**config.mk**
```make
export PLATFORM = sky130hd
export DESIGN_NAME = apb_txrx_slave
export DESIGN_NICKNAME = d
export VERILOG_FILES = /design/src/rtl/apb_txrx_slave.sv
export SDC_FILE = /design/constraint.sdc
export NUM_CORES = 1
export LEC_CHECK = 0
export BUFFER_PORTS_ARGS = -buffer_cell sky130_fd_sc_hd__buf_4
export CAP_MARGIN = 20
export CORE_MARGIN = 2
export CORE_UTILIZATION = 30
export DETAILED_ROUTE_END_ITERATION = 8
export GPL_ROUTABILITY_DRIVEN = 0
export PLACE_DENSITY_LB_ADDON = 0.05
export SYNTH_ARGS = -nofsm -noshare
export SYNTH_HDL_FRONTEND = slang
export SYNTH_SLANG_ARGS = --single-unit
```
**constraint.sdc**
```tcl
create_clock -name pclk -period 4.25 [get_ports pclk]
set_input_delay 0.2125 -clock pclk [delete_from_list [all_inputs] [get_ports pclk]]
set_output_delay 0.2125 -clock pclk [all_outputs]
set_load 0.005 [all_outputs]
```
**src/rtl/apb_txrx_slave.sv**
```systemverilog
// ============================================================================
// apb_txrx_slave
// APB register slave bridging a CPU to Transmit/Receive blocks via two FIFOs.
// Revision: 1.0
// ============================================================================
`timescale 1ns/1ps
`default_nettype none

module apb_txrx_slave #(
    parameter int DATA_W   = 8,
    parameter int TX_DEPTH = 4,
    parameter int RX_DEPTH = 4
) (
    input  logic              pclk,
    input  logic              npreset,
    input  logic              psel,
    input  logic              penable,
    input  logic              pwrite,
    input  logic [3:0]        paddr,
    input  logic [DATA_W-1:0] pwdata,
    output logic [DATA_W-1:0] prdata,
    output logic              pready,
    output logic              pslverr,
    output logic              transmit,
    output logic [DATA_W-1:0] tx_data,
    input  logic              tx_done,
    input  logic              receive,
    input  logic [DATA_W-1:0] rx_data,
    output logic              rx_done,
    output logic              rx_interrupt,
    output logic              tx_interrupt
);

    localparam int TX_AW = $clog2(TX_DEPTH);
    localparam int RX_AW = $clog2(RX_DEPTH);
    localparam logic [TX_AW:0] TX_PTR_ONE = 1;
    localparam logic [RX_AW:0] RX_PTR_ONE = 1;

    localparam logic [1:0] ADDR_DATA   = 2'd0;
    localparam logic [1:0] ADDR_STATUS = 2'd1;
    localparam logic [1:0] ADDR_IRQ_EN = 2'd2;

    typedef enum logic [1:0] {IDLE, SETUP, ACCESS} apb_state_t;
    typedef enum logic       {TX_IDLE, TX_BUSY}    tx_state_t;

    apb_state_t apb_state_q, apb_state_d;
    tx_state_t  tx_state_q,  tx_state_d;

    logic [DATA_W-1:0] tx_mem [TX_DEPTH];
    logic [DATA_W-1:0] rx_mem [RX_DEPTH];
    logic [TX_AW:0]    tx_wptr_q, tx_rptr_q;
    logic [RX_AW:0]    rx_wptr_q, rx_rptr_q;

    logic              overrun_q;
    logic [1:0]        irq_en_q;
    logic [1:0]        addr_q;
    logic              write_q;
    logic [DATA_W-1:0] prdata_q, rdata_d;
    logic              pslverr_q, err_d;
    logic              pready_q;
    logic [DATA_W-1:0] tx_data_q;
    logic              rx_done_q, rx_irq_q, tx_irq_q;

    logic tx_empty, tx_full, rx_empty, rx_full;
    logic setup_done, xfer_ok;
    logic tx_push, tx_pop, rx_push, rx_pop, rx_drop;
    logic irq_wr, clr_wr;
    logic addr_unused;

    assign addr_unused = ^paddr[1:0];

    assign tx_empty = (tx_wptr_q == tx_rptr_q);
    assign tx_full  = (tx_wptr_q[TX_AW] != tx_rptr_q[TX_AW]) &&
                      (tx_wptr_q[TX_AW-1:0] == tx_rptr_q[TX_AW-1:0]);
    assign rx_empty = (rx_wptr_q == rx_rptr_q);
    assign rx_full  = (rx_wptr_q[RX_AW] != rx_rptr_q[RX_AW]) &&
                      (rx_wptr_q[RX_AW-1:0] == rx_rptr_q[RX_AW-1:0]);

    // Errors and read data are resolved on entry to ACCESS; side effects
    // are applied on the edge that closes the ACCESS cycle.
    assign setup_done = (apb_state_q == SETUP) && psel && penable;
    assign xfer_ok    = (apb_state_q == ACCESS) && !pslverr_q;
    assign tx_push    = xfer_ok &&  write_q && (addr_q == ADDR_DATA);
    assign rx_pop     = xfer_ok && !write_q && (addr_q == ADDR_DATA);
    assign irq_wr     = xfer_ok &&  write_q && (addr_q == ADDR_IRQ_EN);
    assign clr_wr     = xfer_ok &&  write_q && (addr_q == 2'd3) && pwdata[4];
    assign tx_pop     = (tx_state_q == TX_BUSY) && tx_done;
    // A pop in the same cycle frees the slot the incoming word needs.
    assign rx_push    = receive && (!rx_full || rx_pop);
    assign rx_drop    = receive && rx_full && !rx_pop;

    always_comb begin
        apb_state_d = apb_state_q;
        case (apb_state_q)
            IDLE:    if (psel && !penable) apb_state_d = SETUP;
            SETUP: begin
                if (!psel)        apb_state_d = IDLE;
                else if (penable) apb_state_d = ACCESS;
            end
            ACCESS:  apb_state_d = IDLE;
            default: apb_state_d = IDLE;
        endcase
    end

    always_comb begin
        err_d   = 1'b0;
        rdata_d = '0;
        case (paddr[3:2])
            ADDR_DATA: begin
                if (pwrite)        err_d = tx_full;
                else if (rx_empty) err_d = 1'b1;
                else               rdata_d = rx_mem[rx_rptr_q[RX_AW-1:0]];
            end
            ADDR_STATUS: begin
                if (pwrite) err_d = 1'b1;
                else        rdata_d[4:0] = {overrun_q, tx_full, tx_empty, rx_full, rx_empty};
            end
            ADDR_IRQ_EN: begin
                if (!pwrite) rdata_d[1:0] = irq_en_q;
            end
            default: begin
                if (!pwrite) err_d = 1'b1;
            end
        endcase
    end

    always_ff @(posedge pclk or negedge npreset) begin
        if (!npreset) begin
            apb_state_q <= IDLE;
            pready_q    <= 1'b0;
            pslverr_q   <= 1'b0;
            prdata_q    <= '0;
            addr_q      <= 2'd0;
            write_q     <= 1'b0;
        end else begin
            apb_state_q <= apb_state_d;
            pready_q    <= setup_done;
            pslverr_q   <= setup_done ? err_d : 1'b0;
            prdata_q    <= setup_done ? rdata_d : '0;
            if (setup_done) begin
                addr_q  <= paddr[3:2];
                write_q <= pwrite;
            end
        end
    end

    always_comb begin
        tx_state_d = tx_state_q;
        case (tx_state_q)
            TX_IDLE: if (!tx_empty) tx_state_d = TX_BUSY;
            TX_BUSY: if (tx_done)   tx_state_d = TX_IDLE;
            default: tx_state_d = TX_IDLE;
        endcase
    end

    always_ff @(posedge pclk or negedge npreset) begin
        if (!npreset) begin
            tx_state_q <= TX_IDLE;
            tx_data_q  <= '0;
        end else begin
            tx_state_q <= tx_state_d;
            if (tx_state_q == TX_IDLE && !tx_empty)
                tx_data_q <= tx_mem[tx_rptr_q[TX_AW-1:0]];
        end
    end

    always_ff @(posedge pclk or negedge npreset) begin
        if (!npreset) begin
            tx_wptr_q <= '0;
            tx_rptr_q <= '0;
            rx_wptr_q <= '0;
            rx_rptr_q <= '0;
            overrun_q <= 1'b0;
            irq_en_q  <= 2'b00;
            rx_done_q <= 1'b0;
            rx_irq_q  <= 1'b0;
            tx_irq_q  <= 1'b0;
        end else begin
            if (tx_push) tx_wptr_q <= tx_wptr_q + TX_PTR_ONE;
            if (tx_pop)  tx_rptr_q <= tx_rptr_q + TX_PTR_ONE;
            if (rx_push) rx_wptr_q <= rx_wptr_q + RX_PTR_ONE;
            if (rx_pop)  rx_rptr_q <= rx_rptr_q + RX_PTR_ONE;
            if (rx_drop)     overrun_q <= 1'b1;
            else if (clr_wr) overrun_q <= 1'b0;
            if (irq_wr) irq_en_q <= pwdata[1:0];
            rx_done_q <= rx_push;
            rx_irq_q  <= irq_en_q[0] & (!rx_empty | overrun_q);
            tx_irq_q  <= irq_en_q[1] & tx_empty;
        end
    end

    // FIFO storage carries no reset; emptiness is defined by the pointers.
    always_ff @(posedge pclk) begin
        if (tx_push) tx_mem[tx_wptr_q[TX_AW-1:0]] <= pwdata;
        if (rx_push) rx_mem[rx_wptr_q[RX_AW-1:0]] <= rx_data;
    end

    assign prdata       = prdata_q;
    assign pready       = pready_q;
    assign pslverr      = pslverr_q;
    assign transmit     = (tx_state_q == TX_BUSY);
    assign tx_data      = tx_data_q;
    assign rx_done      = rx_done_q;
    assign rx_interrupt = rx_irq_q;
    assign tx_interrupt = tx_irq_q;

endmodule

`default_nettype wire

```
== After elaboration in Yosys (flattened, before gate mapping) ==
Memories as Yosys holds them, arrays and structs flattened. A register that Yosys moved wholly into a read port is not among the register bits.
Index checks and enable logic that the tools add are counted.
Word-level totals
  bits of input ports: 27
  latch bits: 0
  output and inout port bits: 22
  ROM bits: 0
  memories: 2
  register bits after elaboration: 34
  RAM bits: 64
  word-level logic and storage cells: 99
Memories
  rx_mem: depth 4, bits a word 8, rd ports 1, clocked after Yosys merged registers in 0, write ports 1, RTL line 50  | logic [DATA_W-1:0] rx_mem [RX_DEPTH];
  tx_mem: depth 4, bits a word 8, rd ports 1, clocked after Yosys merged registers in 1, write ports 1, RTL line 49  | logic [DATA_W-1:0] tx_mem [TX_DEPTH];
Operators by class
  multiplexer cells: 27
  order comparisons: 0
  equal/unequal tests: 14
  reductions and logical operators: 32
  $mul: 0
  add/subtract/negate cells: 4
  div/mod/pow operators: 0
  shifts and indexed selects: 0
  bitwise logic cells: 4
Operators with widths (count)
  $mux W8: 3
  $logic_and A1 B1 Y1: 18
  $mux W1: 13
  $add A3 B1 Y3 const B: 4
  $eq A2 B2 Y1 const B: 4
  $logic_not A1 Y1: 8
  $mux W2: 4
  $eq A3 B3 Y1: 2
  $logic_not A2 Y1: 3
  $pmux W2 S3: 1
  $pmux W3 S2: 1
  $mux W5: 1
  $eq A2 B1 Y1 const B: 2
  $eq A2 B2 Y1: 2
  $pmux W2 S2: 1
  $mux W3: 1
  $ne A3 B3 Y1 const B: 1
  $pmux W1 S3: 1
  $and A1 B1 Y1: 2
  $ne A1 B1 Y1: 2
  $ne A2 B2 Y1 const B: 1
  $pmux W1 S2: 1
  $reduce_and A2 Y1: 1
  $reduce_bool A2 Y1: 1
  other kinds (3): 3

== Depth between registers and ports, before layout ==
  word-level depth: 8
  depth in mapped cells: 5
  mapped depth without buffers: 4

== Least setup slack after synthesis ==
No wires, ideal clock.
  path type: reg2reg
  start: reg rx_rptr_q[1]
  end: mem rx_mem[0][0] (enable)
  data arrival time: 1.382 ns
  clock period less this slack: 1.660 ns
  path slack: 2.590 ns
  data required time: 3.972 ns
  library setup time: 0.278 ns
  path buffers: 1
  cell stages (with the launch flop): 6
  path through: dfrtp_1 > buf_4 > xnor2_4 > nand3_2 > or2_1 > and3_1
Between the ends
  word-level cells in the longest chain between the ends: 7
Ends and longest elaborated chain
  start: declaration: RTL line 52  | logic [RX_AW:0] rx_wptr_q, rx_rptr_q;
  start signal: assignment: RTL line 182  | if (rx_pop) rx_rptr_q <= rx_rptr_q + RX_PTR_ONE;
  $eq A2 B2 Y1: RTL line 77  | (rx_wptr_q[RX_AW-1:0] == rx_rptr_q[RX_AW-1:0]);
  $logic_and A1 B1 Y1: RTL line 76  | assign rx_full = (rx_wptr_q[RX_AW] != rx_rptr_q[RX_AW]) &&
  $logic_not A1 Y1: RTL line 89  | assign rx_push = receive && (!rx_full || rx_pop);
  $logic_or A1 B1 Y1: RTL line 89
  $logic_and A1 B1 Y1: RTL line 89
  $mux W1: RTL line 195  | if (rx_push) rx_mem[rx_wptr_q[RX_AW-1:0]] <= rx_data;
  $mux W1 (not written as such): RTL line 195
  end: declaration: RTL line 50
No other way between the ends.

== Worst setup path in the final report ==
  start: reg rx_rptr_q[0]
  end: mem rx_mem[2][6] (enable)
The elaborated chain is that of the path after synthesis.

==> out/summary.txt <==
leakage power: 0.002023 uW
worst-skew pair later-pin latency: 0.35 ns
clock buffer depth: 2
Core Area: 0.01437 mm2
Final Skew: 0.005377 ns
Clk pin slew, worst setup/hold paths: 0.07 ns
Yosys top cell area share: 44.16%
Final Max Slew Viols: 0
Gate Count Post-Synth: 246
cts bufs inserted: 9
# nets final: 335
mean routed wirelength per cell: 17.26 um
vias per std cell: 4.424
CP required: 4.25 ns
Worst Setup End Kind: flip-flop
worst r2r path cells: 4
Final setup viols: 0
fmax: 463.6 MHz
ranking of synthesized cells by area: edfxtp_1 (44%), dfrtp_1 (24%), mux4_2 (6.2%)
Worst R2R Setup Slack: 2.09 ns
IO Port Bufs: 46
Synth Flop Type: edfxtp_1
Synth area leader: edfxtp_1
Setup Crit Path Kind: flip-flop to flip-flop
P&R area growth vs syn: 19.32%
Final TNS setup: 0 ns
Overflow after GRT: 0
Routed WL: 8388 um
RSZ-0062 raised after global routing: false
ANT nets after route: 0
height of the die: 124.4 um
Synth cell types: 46
DP HPWL: 5664 um
Via Count: 2,150
largest net degree at the start of global routing: 43
CTS tree: yes
Hold Path Class: input pin to flip-flop
Post-Syn Area: 0.004352 mm2
initial core utilization: 30.29%
die width: 124.4 um
clock sinks: 106
Final min period: 2.157 ns
Syn Area/Cell: 17.69 um2
run status: finished clean
Site Rows: 44
FFs w/ async S/R, synth: 39.62%
CP max FO: 11
DRC: 0
Max Cap Viol: 0
vias in the first global route: 2,306
hold depth: 2
H-tree Lvls: 3
Worst Tran Pin Value: 0.7850 ns
DR iter-0 viols: 160
normalized max-slew margin: 47.67%
Die ar.: 0.01549 mm2
PwrDens: 592.8 mW/mm2
Synth Register Bits: 106
Resized Gates After CTS: 0
startpoint types: flip-flop
first-pass GRT wire length: 13,320 um
sequential cell area fraction in the yosys report: 68.32%
peak supply drop: 0.0002840 V
Post-synth EDFFs: 64
n_diodes: 0
post-synth net total: 283
crit share post-route: 50.75%
Final Core Density: 36.14%
initial antenna violation count: 0
GRT Overall Usage: 11.76%
boundary pin count: 49
layout cells sized above 1: 32.45%
clock root buffer: clkbuf_16
final-report hold violation count: 0
drt first pass iters: 6
crit path DAT: 2.15 ns
Synthesis Warnings: 0
critical path, cell delays in order, from the launching register on:
cell	delay [ns]
dfrtp_1	0.85
xnor2_4	0.16
nand3_2	0.14
or2_1	0.17
and3_1	0.47
sequential cells by signal, indices dropped and copies added (netlist names):
name          flops
tx_wptr_q         3
tx_rptr_q         3
rx_wptr_q         3
rx_done           1
transmit          1
pready            1
prdata            8
tx_mem           32
irq_en_q          2
rx_rptr_q         3
rx_interrupt      1
tx_data           8
pslverr           1
tx_interrupt      1
write_q           1
overrun_q         1
apb_state_q       2
rx_mem           32
addr_q            2
logic make-up after synthesis:
kind of cell | Yosys count | synth area share (%)
AO/OA/AOI/OAI | 15 | 2.732
buffers and inverters | 17 | 2.185
multiplexers | 29 | 11.99
XOR/XNOR | 14 | 4.198
flip-flops | 106 | 68.32
AND/OR/NAND/NOR | 55 | 7.706
adder cells (fa/ha/maj) | 10 | 2.875
layout by cell type (no fill, tap or decap), drive strengths merged, types with 2 or more instances in the layout:
master	netlist	final
and3	5	5
clkbuf	0	10
mux4	16	16
xnor2	9	9
nor2	3	3
nand4b	2	2
mux2	13	13
dfrtp	42	42
bufinv	0	2
nor3b	2	2
o21a	2	2
nor2b	6	6
nand3b	3	3
nand2	16	16
buf	6	46
o21ai	5	5
o211ai	2	2
a32oi	2	2
ha	10	10
edfxtp	64	64
nand4	3	3
nor3	5	5
inv	11	11
and2	4	4
xor2	5	5
clkinvlp	0	2
nand3	3	3
power breakdown:
group	total [uW]	internal, uW	switching (uW)
clock	874	512	362
sequential	1480	1280	207
combinational	722	424	298
total	3080	2210	866
Yosys cell counts, types with 2 or more instances:
master     n
edfxtp_1  64
dfrtp_1   42
nand2_1   16
mux2_2    12
mux4_2    12
inv_1     11
ha_1      10
xnor2_1    7
nor2b_1    6
and3_1     5
nor3_1     5
mux4_1     4
and2_1     3
buf_6      3
nand4_1    3
o21ai_0    3
xor2_2     3
a32oi_1    2
buf_4      2
nand3_1    2
nand3b_1   2
nor2_1     2
o21a_1     2
xnor2_4    2
xor2_1     2
layout make-up:
cell class	instances	area [um2]
clock buffers	10	229.0
clock inverters	5	80.08
multi-input cells	123	1284
repair buffers	47	355.3
well taps	184	230.2
flip-flops and latches	106	2973
fillers	1358	9176
inverters	11	41.29
worst paths after layout:
kind	start	to
setup / recovery	rx_rptr_q[0]$_DFFE_PN0P_	rx_mem[2][6]$_DFFE_PP_
hold / removal	penable	apb_state_q[0]$_DFFE_PN0P_
setup reg to reg	rx_rptr_q[0]$_DFFE_PN0P_	rx_mem[2][6]$_DFFE_PP_
hold reg to reg	apb_state_q[1]$_DFFE_PN0P_	apb_state_q[0]$_DFFE_PN0P_
max in group asynchronous	npreset	rx_wptr_q[2]$_DFFE_PN0P_
min in group asynchronous	npreset	tx_data[7]$_DFFE_PN0P_
through the flow:
step | power (uW) | hold WS [ns] | instance area, um2 | cells | setup slack (ns)
6_report | 3078 | 0.02856 | 5192 | 486 | 2.093
5_1_grt | 3268 | 0.02374 | 5192 | 486 | 1.914
4_1_cts | 3157 | 0.005646 | 5192 | 486 | 1.996
3_5_place_dp | 2266 | 0.2702 | 4873 | 470 | 2.003
3_3_place_gp | 2261 | 0.2648 | 4873 | 470 | 2.040
2_1_floorplan | 2010 | -0.08309 | 4352 | 246 | 2.590
routing by layer:
| metal | vias up | global-route usage, % | part of all wire, % |
|---|---|---|---|
| met5 | - | 0 | 0 |
| met4 | 0 | 4.362 | 1.7 |
| met3 | 8 | 4.081 | 3.6 |
| met2 | 40 | 19.64 | 52 |
| met1 | 1077 | 14.06 | 43 |
| li1 | 1025 | - | - |
timing repair:
action,4_1_cts,5_1_grt
endpoints found under the hold margin,42,0
hold buffers,1,0
endpoints found under the setup margin,0,0
setup buffers,0,0
(Power assumes the default switching activity.)
